**config.mk**
```make
export PLATFORM = sky130hd
export DESIGN_NAME = wm_pixel_sequencer
export DESIGN_NICKNAME = d
export VERILOG_FILES = /design/src/rtl/wm_pixel_sequencer.sv
export SDC_FILE = /design/constraint.sdc
export NUM_CORES = 1
export LEC_CHECK = 0
export BUFFER_PORTS_ARGS = -buffer_cell sky130_fd_sc_hd__buf_2
export CAP_MARGIN = 20
export CORE_MARGIN = 2
export CORE_UTILIZATION = 54
export CTS_BUF_LIST = sky130_fd_sc_hd__clkbuf_16
export CTS_CLUSTER_SIZE = 30
export DETAILED_ROUTE_END_ITERATION = 10
export HOLD_SLACK_MARGIN = 0.02
export PLACE_DENSITY = 0.81
export SLEW_MARGIN = 20
export SYNTH_ARGS = -nofsm -noshare
export SYNTH_HDL_FRONTEND = slang
export SYNTH_SLANG_ARGS = --single-unit
```
**constraint.sdc**
```tcl
create_clock -name clk -period 4.7 [get_ports clk]
set_input_delay 0.47 -clock clk [delete_from_list [all_inputs] [get_ports clk]]
set_output_delay 0.47 -clock clk [all_outputs]
set_load 0.05 [all_outputs]
```
**src/rtl/wm_pixel_sequencer.sv**
```systemverilog
// Watermark pixel sequencer: walks an image in raster order, fetches pixels from
// a shared memory, routes pixels inside the watermark window through the blend unit.
module wm_pixel_sequencer #(
  parameter int unsigned Data_Depth      = 8,
  parameter int unsigned amba_word       = 16,
  parameter int unsigned amba_addr_depth = 20
) (
  input  logic                       clk,
  input  logic                       rst,
  input  logic                       PSEL,
  input  logic                       PENABLE,
  input  logic                       PWRITE,
  input  logic [amba_addr_depth-1:0] PADDR,
  input  logic [amba_word-1:0]       PWDATA,
  output logic [amba_word-1:0]       PRDATA,
  output logic                       mem_rd,
  output logic [16:0]                mem_addr,
  input  logic [Data_Depth-1:0]      mem_rdata,
  output logic                       blend_go,
  output logic [Data_Depth-1:0]      blend_img,
  output logic [Data_Depth-1:0]      blend_wm,
  input  logic                       blend_done,
  input  logic [Data_Depth-1:0]      blend_res,
  output logic [Data_Depth-1:0]      Pixel_Data,
  output logic                       new_pixel,
  output logic                       Image_Done
);

  localparam int unsigned DimW = 8;
  localparam int unsigned CntW = 16;
  localparam int unsigned MaW  = 17;

  typedef enum logic [2:0] {
    IDLE, REQ_IMG, WAIT_IMG, REQ_WM, WAIT_WM, BLEND, EMIT, DONE
  } state_e;

  state_e state_q, state_d;

  logic [DimW-1:0] img_rows_q, img_rows_d, img_cols_q, img_cols_d;
  logic [DimW-1:0] wm_rows_q, wm_rows_d, wm_cols_q, wm_cols_d;
  logic [DimW-1:0] wm_row_q, wm_row_d, wm_col_q, wm_col_d;
  logic [DimW-1:0] r_q, r_d, c_q, c_d;
  logic [CntW-1:0] img_idx_q, img_idx_d, wm_idx_q, wm_idx_d;
  logic [CntW-1:0] pix_cnt_q, pix_cnt_d;
  logic            done_sticky_q, done_sticky_d;

  logic [amba_word-1:0]  prdata_q, prdata_d;
  logic                  mem_rd_q, mem_rd_d;
  logic [MaW-1:0]        mem_addr_q, mem_addr_d;
  logic                  blend_go_q, blend_go_d;
  logic [Data_Depth-1:0] blend_img_q, blend_img_d, blend_wm_q, blend_wm_d;
  logic [Data_Depth-1:0] pixel_data_q, pixel_data_d;
  logic                  new_pixel_q, new_pixel_d;
  logic                  image_done_q, image_done_d;

  logic                 wr_en, rd_en, ctrl_wr, start_req, abort_req, busy;
  logic [amba_word-1:0] rd_word;
  logic [DimW:0]        win_row_end, win_col_end, wm_step;
  logic                 row_in, col_in, in_win, last_col, last_row;

  assign wr_en     = PSEL & PENABLE & PWRITE;
  assign rd_en     = PSEL & ~PENABLE & ~PWRITE;
  assign ctrl_wr   = wr_en && (PADDR == amba_addr_depth'(0));
  assign start_req = ctrl_wr && PWDATA[0];
  assign abort_req = ctrl_wr && PWDATA[1];
  assign busy      = (state_q != IDLE);

  // Window bounds kept 9 bits wide so a window reaching past 255 does not wrap.
  assign win_row_end = {1'b0, wm_row_q} + {1'b0, wm_rows_q};
  assign win_col_end = {1'b0, wm_col_q} + {1'b0, wm_cols_q};
  assign row_in      = ({1'b0, r_q} >= {1'b0, wm_row_q}) && ({1'b0, r_q} < win_row_end);
  assign col_in      = ({1'b0, c_q} >= {1'b0, wm_col_q}) && ({1'b0, c_q} < win_col_end);
  assign in_win      = row_in && col_in;
  assign last_col    = (c_q == (img_cols_q - 8'd1));
  assign last_row    = (r_q == (img_rows_q - 8'd1));
  // At the right image edge, skip the clipped tail of the watermark row.
  assign wm_step     = last_col ? (win_col_end - {1'b0, c_q}) : 9'd1;

  always_comb begin
    rd_word = '0;
    case (PADDR)
      amba_addr_depth'(1): rd_word = amba_word'({img_rows_q, img_cols_q});
      amba_addr_depth'(2): rd_word = amba_word'({wm_rows_q, wm_cols_q});
      amba_addr_depth'(3): rd_word = amba_word'({wm_row_q, wm_col_q});
      amba_addr_depth'(4): rd_word = amba_word'({done_sticky_q, busy});
      amba_addr_depth'(5): rd_word = amba_word'(pix_cnt_q);
      default:             rd_word = '0;
    endcase
  end

  always_comb begin
    state_d       = state_q;
    img_rows_d    = img_rows_q;
    img_cols_d    = img_cols_q;
    wm_rows_d     = wm_rows_q;
    wm_cols_d     = wm_cols_q;
    wm_row_d      = wm_row_q;
    wm_col_d      = wm_col_q;
    r_d           = r_q;
    c_d           = c_q;
    img_idx_d     = img_idx_q;
    wm_idx_d      = wm_idx_q;
    pix_cnt_d     = pix_cnt_q;
    done_sticky_d = done_sticky_q;
    prdata_d      = prdata_q;
    blend_img_d   = blend_img_q;
    blend_wm_d    = blend_wm_q;
    pixel_data_d  = pixel_data_q;
    mem_rd_d      = 1'b0;
    mem_addr_d    = '0;
    blend_go_d    = 1'b0;
    new_pixel_d   = 1'b0;
    image_done_d  = 1'b0;

    if (rd_en) prdata_d = rd_word;

    if (wr_en && !busy) begin
      case (PADDR)
        amba_addr_depth'(1): begin img_rows_d = PWDATA[15:8]; img_cols_d = PWDATA[7:0]; end
        amba_addr_depth'(2): begin wm_rows_d  = PWDATA[15:8]; wm_cols_d  = PWDATA[7:0]; end
        amba_addr_depth'(3): begin wm_row_d   = PWDATA[15:8]; wm_col_d   = PWDATA[7:0]; end
        default: ;
      endcase
    end

    case (state_q)
      IDLE: begin
        if (start_req && !abort_req) begin
          r_d           = '0;
          c_d           = '0;
          img_idx_d     = '0;
          wm_idx_d      = '0;
          pix_cnt_d     = '0;
          done_sticky_d = 1'b0;
          state_d       = ((img_rows_q == '0) || (img_cols_q == '0)) ? DONE : REQ_IMG;
        end
      end
      REQ_IMG: state_d = WAIT_IMG;
      WAIT_IMG: begin
        if (in_win) begin
          blend_img_d = mem_rdata;
          state_d     = REQ_WM;
        end else begin
          pixel_data_d = mem_rdata;
          state_d      = EMIT;
        end
      end
      REQ_WM: state_d = WAIT_WM;
      WAIT_WM: begin
        blend_wm_d = mem_rdata;
        state_d    = BLEND;
      end
      BLEND: begin
        if (blend_done) begin
          pixel_data_d = blend_res;
          state_d      = EMIT;
        end
      end
      EMIT: begin
        pix_cnt_d = pix_cnt_q + 16'd1;
        img_idx_d = img_idx_q + 16'd1;
        if (in_win) wm_idx_d = wm_idx_q + 16'(wm_step);
        if (last_col) begin
          c_d = '0;
          r_d = r_q + 8'd1;
        end else begin
          c_d = c_q + 8'd1;
        end
        state_d = (last_col && last_row) ? DONE : REQ_IMG;
      end
      DONE: begin
        done_sticky_d = 1'b1;
        state_d       = IDLE;
      end
      default: state_d = IDLE;
    endcase

    if (abort_req) state_d = IDLE;

    // Outputs are registered from the next state so they line up with it.
    mem_rd_d     = (state_d == REQ_IMG) || (state_d == REQ_WM);
    if (state_d == REQ_IMG) mem_addr_d = {1'b0, img_idx_d};
    if (state_d == REQ_WM)  mem_addr_d = {1'b1, wm_idx_d};
    blend_go_d   = (state_d == BLEND) && (state_q != BLEND);
    new_pixel_d  = (state_d == EMIT);
    image_done_d = (state_d == DONE);
  end

  always_ff @(posedge clk or negedge rst) begin
    if (!rst) begin
      state_q       <= IDLE;
      img_rows_q    <= '0;
      img_cols_q    <= '0;
      wm_rows_q     <= '0;
      wm_cols_q     <= '0;
      wm_row_q      <= '0;
      wm_col_q      <= '0;
      r_q           <= '0;
      c_q           <= '0;
      img_idx_q     <= '0;
      wm_idx_q      <= '0;
      pix_cnt_q     <= '0;
      done_sticky_q <= 1'b0;
      prdata_q      <= '0;
      mem_rd_q      <= 1'b0;
      mem_addr_q    <= '0;
      blend_go_q    <= 1'b0;
      blend_img_q   <= '0;
      blend_wm_q    <= '0;
      pixel_data_q  <= '0;
      new_pixel_q   <= 1'b0;
      image_done_q  <= 1'b0;
    end else begin
      state_q       <= state_d;
      img_rows_q    <= img_rows_d;
      img_cols_q    <= img_cols_d;
      wm_rows_q     <= wm_rows_d;
      wm_cols_q     <= wm_cols_d;
      wm_row_q      <= wm_row_d;
      wm_col_q      <= wm_col_d;
      r_q           <= r_d;
      c_q           <= c_d;
      img_idx_q     <= img_idx_d;
      wm_idx_q      <= wm_idx_d;
      pix_cnt_q     <= pix_cnt_d;
      done_sticky_q <= done_sticky_d;
      prdata_q      <= prdata_d;
      mem_rd_q      <= mem_rd_d;
      mem_addr_q    <= mem_addr_d;
      blend_go_q    <= blend_go_d;
      blend_img_q   <= blend_img_d;
      blend_wm_q    <= blend_wm_d;
      pixel_data_q  <= pixel_data_d;
      new_pixel_q   <= new_pixel_d;
      image_done_q  <= image_done_d;
    end
  end

  assign PRDATA     = prdata_q;
  assign mem_rd     = mem_rd_q;
  assign mem_addr   = mem_addr_q;
  assign blend_go   = blend_go_q;
  assign blend_img  = blend_img_q;
  assign blend_wm   = blend_wm_q;
  assign Pixel_Data = pixel_data_q;
  assign new_pixel  = new_pixel_q;
  assign Image_Done = image_done_q;

endmodule

```
==> results of run 1 <==
==> synth_stat cells (all sizes together) (29+ instances only) <==
| master | n | area, µm² |
|---|---|---|
| dfrtp | 177 | 4429 |
| nand2 | 106 | 405.4 |
| o21ai | 103 | 515.5 |
| nor2 | 92 | 345.3 |
| ha | 63 | 788.3 |
| mux2 | 58 | 653.1 |
| inv | 57 | 214.0 |
| a21oi | 42 | 210.2 |
| nor3 | 32 | 165.2 |
| xnor2 | 32 | 280.3 |
| clkbuf | 30 | 112.6 |
| nand3 | 29 | 145.1 |
==> critical path, cell delays in order (launching register included) <==
cell                       delay (ps)
sky130_fd_sc_hd__dfrtp_1          390
sky130_fd_sc_hd__ha_2             200
sky130_fd_sc_hd__inv_1             50
sky130_fd_sc_hd__fa_2             350
sky130_fd_sc_hd__nor2b_1          110
sky130_fd_sc_hd__o21ai_0          100
sky130_fd_sc_hd__nor2b_1          160
sky130_fd_sc_hd__xnor2_1          120
sky130_fd_sc_hd__ha_1             350
sky130_fd_sc_hd__o211a_1          150
sky130_fd_sc_hd__o31ai_1          150
sky130_fd_sc_hd__nor2b_2          280
sky130_fd_sc_hd__xor2_1           150
sky130_fd_sc_hd__nor2_1            60
sky130_fd_sc_hd__ha_1             360
sky130_fd_sc_hd__o21ai_2          190
sky130_fd_sc_hd__a21boi_1          90
sky130_fd_sc_hd__buf_4            150
sky130_fd_sc_hd__a21o_1           190
sky130_fd_sc_hd__a21oi_2          200
sky130_fd_sc_hd__or2_4            190
sky130_fd_sc_hd__o311ai_2         100
sky130_fd_sc_hd__buf_4            180
sky130_fd_sc_hd__a311oi_2         180
==> power by group <==
group / internal [mW] / switching, mW / total, mW / leakage (nW)
clock network: 0.725 / 0.623 / 1.35 / 0.267
registers: 1.83 / 0.247 / 2.08 / 2.30
logic: 0.990 / 2.04 / 3.03 / 3.05
total: 3.54 / 2.91 / 6.45 / 5.62
==> registers in the layout (all words and copies together) (netlist names) <==
signal / cells
PRDATA: 16
wm_idx_q: 16
wm_col_q: 8
pix_cnt_q: 16
Image_Done: 1
mem_addr: 17
blend_wm: 8
img_rows_q: 8
mem_rd: 1
Pixel_Data: 8
c_q: 8
wm_cols_q: 8
img_idx_q: 16
r_q: 8
wm_row_q: 8
blend_img: 8
new_pixel: 1
done_sticky_q: 1
state_q: 3
img_cols_q: 8
wm_rows_q: 8
blend_go: 1
==> repair_timing <==
| item | 4_1_cts | 5_1_grt |
|---|---|---|
| setup buffers | 0 | 2 |
| setup endpoints to repair | 0 | 20 |
| resized for setup | 0 | 21 |
==> metal layers <==
| metal | global-route usage, % | vias to the layer above |
|---|---|---|
| met5 | 0 | - |
| met4 | 10.47 | 0 |
| met3 | 7.277 | 63 |
| met2 | 44.74 | 345 |
| met1 | 37.16 | 4393 |
| li1 | - | 4168 |
==> metrics by stage <==
step,hold slack (ps),instance area [µm²],power (mW)
2_1_floorplan,174.4,10420,4.154
5_1_grt,137.4,11970,6.802
4_1_cts,113.1,11880,6.311
6_report,78.53,11980,6.448
3_3_place_gp,458.8,11330,4.880
3_5_place_dp,466.2,11330,4.960
==> final timing paths <==
kind / start / endpoint / depth (start not counted)
max: wm_col_q[0]$_DFFE_PN0P_ / mem_addr[15]$_DFF_PN0_ / 23
min: rst / mem_addr[16]$_DFF_PN0_ / 1
max reg2reg: wm_col_q[0]$_DFFE_PN0P_ / mem_addr[15]$_DFF_PN0_ / 23
min reg2reg: PRDATA[7]$_DFFE_PN0P_ / PRDATA[7]$_DFFE_PN0P_ / 2
max in group asynchronous: rst / wm_rows_q[7]$_DFFE_PN0P_ / 2
min in group clk: PWDATA[9] / img_rows_q[1]$_DFFE_PN0P_ / 3
==> cell type report <==
class	count	area (µm²)	share of cell area (%)
tap	260	325.3	2.717
clock buffer	17	425.4	3.552
sequential	177	4429	36.99
multi-input combinational	809	5684	47.47
clock inverter	15	120.1	1.003
inverter	57	214.0	1.787
antenna	1	2.502	0.02090
timing repair buffer	140	774.5	6.467
==> logic make-up (layout without fill, tap and decap cells) <==
kind of cell | Yosys count | count (layout) | synth area share (%)
simple gates | 344 | 344 | 15.93
compound gates | 264 | 264 | 16.51
fa+ha+maj | 67 | 67 | 8.337
other cells | 0 | 1 | 0
flops | 177 | 177 | 42.53
mux | 83 | 83 | 8.674
buf+inv | 98 | 229 | 3.736
xor+xnor | 51 | 51 | 4.289
==> summary.log, run 1 <==
[placement] placed cell count 1,441
[cts] total number of H-tree levels 4
[floorplan] initial core utilization 55.31%
[floorplan] DIE AREA 20,410 µm²
[worst_setup_path] Critical Path Sink Type register
[grt] Global Route Usage Sum 28.10%
[yosys] netlist area before placement 10,410 µm²
[final_layout] utilization of the core after routing 63.59%
[sta] slew at the pin with the worst max-slew slack 962.3 ps
[power_and_ir_drop] static leakage 5.617 nW
[yosys] Post-Synthesis Cells 1,084
[detailed_routing] iteration count of the initial detailed-routing pass 6
[yosys] leading register cell type out of synthesis sky130_fd_sc_hd__dfrtp_1
[grt] pin count of the biggest net entering global routing 97
[floorplan] number of ports placed on the die boundary 119
[sta] worst setup slack after layout 154.3 ps
[cts] clock tree from TritonCTS yes
[yosys] number of warning messages in the yosys log 0
[yosys] count of different cell masters after synthesis 71
[detailed_routing] DRC 0
[cts] Num CTS Buffers 17
[cts] TritonCTS sink count 177
[detailed_routing] wire length per cell after detailed routing 18.85 µm
[sta] max-slew violation count 0
[sta] total negative slack 0 ps
[grt] number of antenna violations at the first check in global routing 1
[placement] Port Buf Inserts 118
[grt] gr ovfl total 0
[yosys] number of enable flip-flop cells after synthesis 0
[power_and_ir_drop] power density relative to cell area 538.5 nW/µm²
[hold_path] type of the tightest min-delay check input pin to asynchronous set/reset pin
[placement] Post-Place Setup Slack 81.34 ps
[detailed_routing] number of vias after detailed routing 8,969
[final_layout] Net count, final 1,327
[worst_setup_path] Critical Path Fanout Max 4
[cts] clock tree buffer depth 2
[floorplan] number of rows in the core area 50
[detailed_routing] Total Wirelength 27,820 µm
[yosys] sequential area share after synthesis 42.53%
[yosys] fraction of registers with async set/reset 100.0%
[power_and_ir_drop] maximum resistive drop on vdd 0.0004367 V
[final_layout] leading cell type in the layout, fill and taps excluded sky130_fd_sc_hd__dfrtp_1
[cts] clock slew at reported path FFs 70 ps
[detailed_routing] Detailed Route Iter0 Violations 942
[sta] final critical path time including I/O delays and setup 4546 ps
[grt] first-pass GRT wire length 44,850 µm
[worst_setup_path] setup slack of the worst register-to-register path 150 ps
[worst_setup_path] endpoint arrival time on the critical path 4890 ps
[detailed_routing] post-detailed-route via-to-cell ratio 6.077
[final_layout] highest-count cells in the layout ignoring fill and taps sky130_fd_sc_hd__dfrtp_1 (177), sky130_fd_sc_hd__buf_2 (117), sky130_fd_sc_hd__nand2_1 (103)
[status] outcome finished, final reports clean
[job] count of maximum capacitance violations 0
[floorplan] placeable core area 18,830 µm²
[cts] clock tree root driver cell sky130_fd_sc_hd__clkbuf_16
[floorplan] die span in y 142.9 µm
[grt] via count of the first global-routing pass 8,904
[placement] Post-DP HPWL 19,920 µm
[sta] relative slew slack 35.61%
[detailed_routing] highest routed metal layer met4
[detailed_routing] length of routed met3 wiring 2101 µm
[worst_setup_path] launching element type of the critical path register
[final_layout] fraction of final layout cells with drive strength greater than 1 21.73%
[sta] Hold Vio Cnt, Final 0
[sta] period utilization 96.72%
[detailed_routing] Detail Route Antenna Nets 0
[cts] worst-skew pair later-pin latency 440 ps
[final_layout] final-layout fill cell count 1,502
[sta] worst clock skew 10.19 ps
[final_layout] area delta synth->final 14.98%
[yosys] total nets after synthesis 1,209
[worst_setup_path] CP Data Required Time 5050 ps
[sta] fmax 220.0 MHz
[detailed_routing] detailed route wirelength on metal2 13,350 µm
[final_layout] final cell count without fillers 1,476
[floorplan] Die Span X 142.9 µm
[yosys] Yosys reg bits 177
[yosys] Syn Area/Cell 9.608 µm²
[worst_setup_path] kind of critical path register to register
[placement] weighted congestion reported at the end of routability-driven placement 1.010
[detailed_routing] M1 wire length 11,510 µm
[cts] hold buffer count at cts 0
[sta] Final setup violation count 0
Power figures use the tool's default switching activity.
==> run 2: changes to the inputs <==
--- a/config.mk
+++ b/config.mk
@@ -8,12 +8,12 @@
 export BUFFER_PORTS_ARGS = -buffer_cell sky130_fd_sc_hd__buf_2
 export CAP_MARGIN = 20
 export CORE_MARGIN = 2
-export CORE_UTILIZATION = 54
+export CORE_UTILIZATION = 60
 export CTS_BUF_LIST = sky130_fd_sc_hd__clkbuf_16
 export CTS_CLUSTER_SIZE = 30
 export DETAILED_ROUTE_END_ITERATION = 10
 export HOLD_SLACK_MARGIN = 0.02
-export PLACE_DENSITY = 0.81
+export PLACE_DENSITY = 0.85
 export SLEW_MARGIN = 20
 export SYNTH_ARGS = -nofsm -noshare
 export SYNTH_HDL_FRONTEND = slang
==> constraint.sdc (replaced) <==
create_clock -name clk -period 5.4 [get_ports clk]
set_input_delay 0.54 -clock clk [delete_from_list [all_inputs] [get_ports clk]]
set_output_delay 0.54 -clock clk [all_outputs]
set_load 0.05 [all_outputs]
==> run 2 against run 1 <==
Critical path depth fell by 4. Worst hold slack improved by 42 ps. Clock power decreased by 7%. Total power decreased by 13%. Global-route usage grew 2.9 points. Final cell count shrank 3.0%. Routed wire length decreased by 2.0%. Sequential power down 12%. Critical path type unchanged. Via count increased by 1.3%. Critical endpoint unchanged.
==> summary.log, run 2 (synthesis gave the netlist of run 1 again) <==
[detailed_routing] post-detailed-route via-to-cell ratio 6.348
[grt] Global Route Usage Sum 30.96%
[cts] clock tree from TritonCTS yes
[power_and_ir_drop] power density relative to cell area 472.1 nW/µm²
[worst_setup_path] kind of critical path register to register
[detailed_routing] DRC 0
[sta] Hold Vio Cnt, Final 0
[cts] post-CTS setup buffer count 0
[final_layout] utilization of the core after routing 69.06%
[floorplan] Die Span X 135.8 µm
[cts] clock slew at reported path FFs 70 ps
[grt] number of antenna violations at the first check in global routing 1
[final_layout] leading cell type in the layout, fill and taps excluded sky130_fd_sc_hd__dfrtp_1
[placement] Post-DP HPWL 19,370 µm
[status] outcome finished, final reports clean
[sta] slew at the pin with the worst max-slew slack 1123 ps
[detailed_routing] Detailed Route Iter0 Violations 991
[cts] TritonCTS sink count 177
[cts] clock tree buffer depth 2
[sta] fmax 204.1 MHz
[detailed_routing] number of vias after detailed routing 9,084
[worst_setup_path] launching element type of the critical path register
[cts] clock tree root driver cell sky130_fd_sc_hd__clkbuf_16
[floorplan] die span in y 135.8 µm
[placement] Port Buf Inserts 118
[final_layout] fraction of final layout cells with drive strength greater than 1 19.82%
[detailed_routing] Total Wirelength 27,280 µm
[sta] Final setup violation count 0
[grt] first-pass GRT wire length 44,500 µm
[cts] worst-skew pair later-pin latency 440 ps
[worst_setup_path] Critical Path Fanout Max 4
[job] count of maximum capacitance violations 0
[detailed_routing] iteration count of the initial detailed-routing pass 7
[final_layout] highest-count cells in the layout ignoring fill and taps sky130_fd_sc_hd__dfrtp_1 (177), sky130_fd_sc_hd__buf_2 (117), sky130_fd_sc_hd__nand2_1 (103)
[final_layout] Net count, final 1,318
[sta] period utilization 90.74%
[power_and_ir_drop] maximum resistive drop on vdd 0.0005187 V
[grt] pin count of the biggest net entering global routing 78
[cts] total number of H-tree levels 4
[cts] hold buffer count at cts 0
[cts] post_cts resized 0
[sta] relative slew slack 24.86%
[final_layout] area delta synth->final 13.50%
[placement] weighted congestion reported at the end of routability-driven placement 0.9428
[final_layout] number of flip-flops under the largest register name 17
[final_layout] final-layout fill cell count 1,285
[final_layout] count of inserted antenna diode cells 0
[final_layout] area taken by flip-flops and latches 4429 µm²
[worst_setup_path] endpoint arrival time on the critical path 5190 ps
[worst_setup_path] Critical Path Sink Type register
[cts] Num CTS Buffers 17
[power_and_ir_drop] static leakage 5.573 nW
[detailed_routing] Detail Route Antenna Nets 0
[floorplan] DIE AREA 18,430 µm²
[sta] total negative slack 0 ps
[final_layout] multi-input gate area in the final layout 5609 µm²
[sta] final critical path time including I/O delays and setup 4900 ps
[floorplan] number of rows in the core area 48
[sta] unrepaired setup endpoints after global routing false
[grt] via count of the first global-routing pass 8,916
[sta] worst clock skew 7.795 ps
[floorplan] placeable core area 17,120 µm²
[worst_setup_path] CP Data Required Time 5690 ps
[sta] max-slew violation count 0
[floorplan] initial core utilization 60.85%
[floorplan] number of ports placed on the die boundary 119
[hold_path] type of the tightest min-delay check input pin to asynchronous set/reset pin
[grt] gr ovfl total 0
[detailed_routing] wire length per cell after detailed routing 19.06 µm
[run 2: cell types whose count changed in the layout (fill, tap and decap cells not counted), moves of 3 or more]
cell	previous run	this run
sky130_fd_sc_hd__a221oi_1	20	23
sky130_fd_sc_hd__a221oi_2	3	0
sky130_fd_sc_hd__buf_4	21	13
sky130_fd_sc_hd__clkinv_1	1	4
sky130_fd_sc_hd__clkinvlp_4	4	1
sky130_fd_sc_hd__o311ai_0	0	3
sky130_fd_sc_hd__o311ai_2	3	0
[run 2: layout make-up]
| cell class | instances | area share, % |
|---|---|---|
| repair buffers | 131 | 5.874 |
| clock buffers | 17 | 3.599 |
| well taps | 225 | 2.381 |
| clock inverters | 15 | 1.418 |
| inverters | 57 | 1.810 |
| multi-input cells | 809 | 47.45 |
| flip-flops and latches | 177 | 37.47 |
[run 2: report_power, final]
group / internal, mW / switching, mW / total [mW] / leakage (nW)
Clock: 0.724 / 0.536 / 1.26 / 0.290
Sequential: 1.59 / 0.248 / 1.84 / 2.30
Combinational: 0.788 / 1.69 / 2.48 / 2.99
Total: 3.10 / 2.48 / 5.58 / 5.57
[run 2: final timing paths]
check,startpoint,to,slack (ps),cells past startpoint
min in group clk,mem_rdata[4],blend_img[4]$_DFFE_PN0N_,350,2
min reg2reg,PRDATA[0]$_DFFE_PN0P_,PRDATA[0]$_DFFE_PN0P_,470,2
max,wm_col_q[0]$_DFFE_PN0P_,mem_addr[15]$_DFF_PN0_,500,19
max reg2reg,wm_col_q[0]$_DFFE_PN0P_,mem_addr[15]$_DFF_PN0_,500,19
max in group asynchronous,rst,mem_addr[12]$_DFF_PN0_,4060,2
min,rst,PRDATA[4]$_DFFE_PN0P_,120,1
[run 2: through the flow]
stage	power [mW]	std cells	setup slack, ps	hold slack (ps)	area [µm²]
final	5.581	1431	500.1	120.2	11820
after global routing	5.850	1431	60.37	181.1	11820
after CTS	5.545	1431	579.8	141.2	11820
after detailed placement	4.263	1399	618.8	464.9	11230
after global placement	4.201	1399	750.1	458.0	11230
after floorplan	3.616	1084	1040	244.4	10420
[run 2: routing by layer]
metal  vias up  GRT usage [%]  part of all wire (%)
li1       4131              -                     -
met1      4417          40.78                    41
met2       440          49.13                    48
met3        96          6.285                   8.1
met4         0          14.87                   3.8
met5         -              0                     0
[run 2: worst max-delay path, stage by stage, from the launching register on]
cell and delay [ps]:
sky130_fd_sc_hd__dfrtp_1 390, sky130_fd_sc_hd__ha_1 190, sky130_fd_sc_hd__inv_1 60, sky130_fd_sc_hd__fa_1 470, sky130_fd_sc_hd__inv_1 60, sky130_fd_sc_hd__fa_1 430, sky130_fd_sc_hd__a21o_1 180, sky130_fd_sc_hd__a21o_1 200
sky130_fd_sc_hd__a21o_1 190, sky130_fd_sc_hd__a21oi_1 210, sky130_fd_sc_hd__xor2_1 160, sky130_fd_sc_hd__nor2_1 50, sky130_fd_sc_hd__ha_1 310, sky130_fd_sc_hd__o21ai_0 110, sky130_fd_sc_hd__a21boi_0 390, sky130_fd_sc_hd__a21o_1 210
sky130_fd_sc_hd__a21oi_1 110, sky130_fd_sc_hd__or2_2 330, sky130_fd_sc_hd__o311ai_0 510, sky130_fd_sc_hd__a311oi_2 170
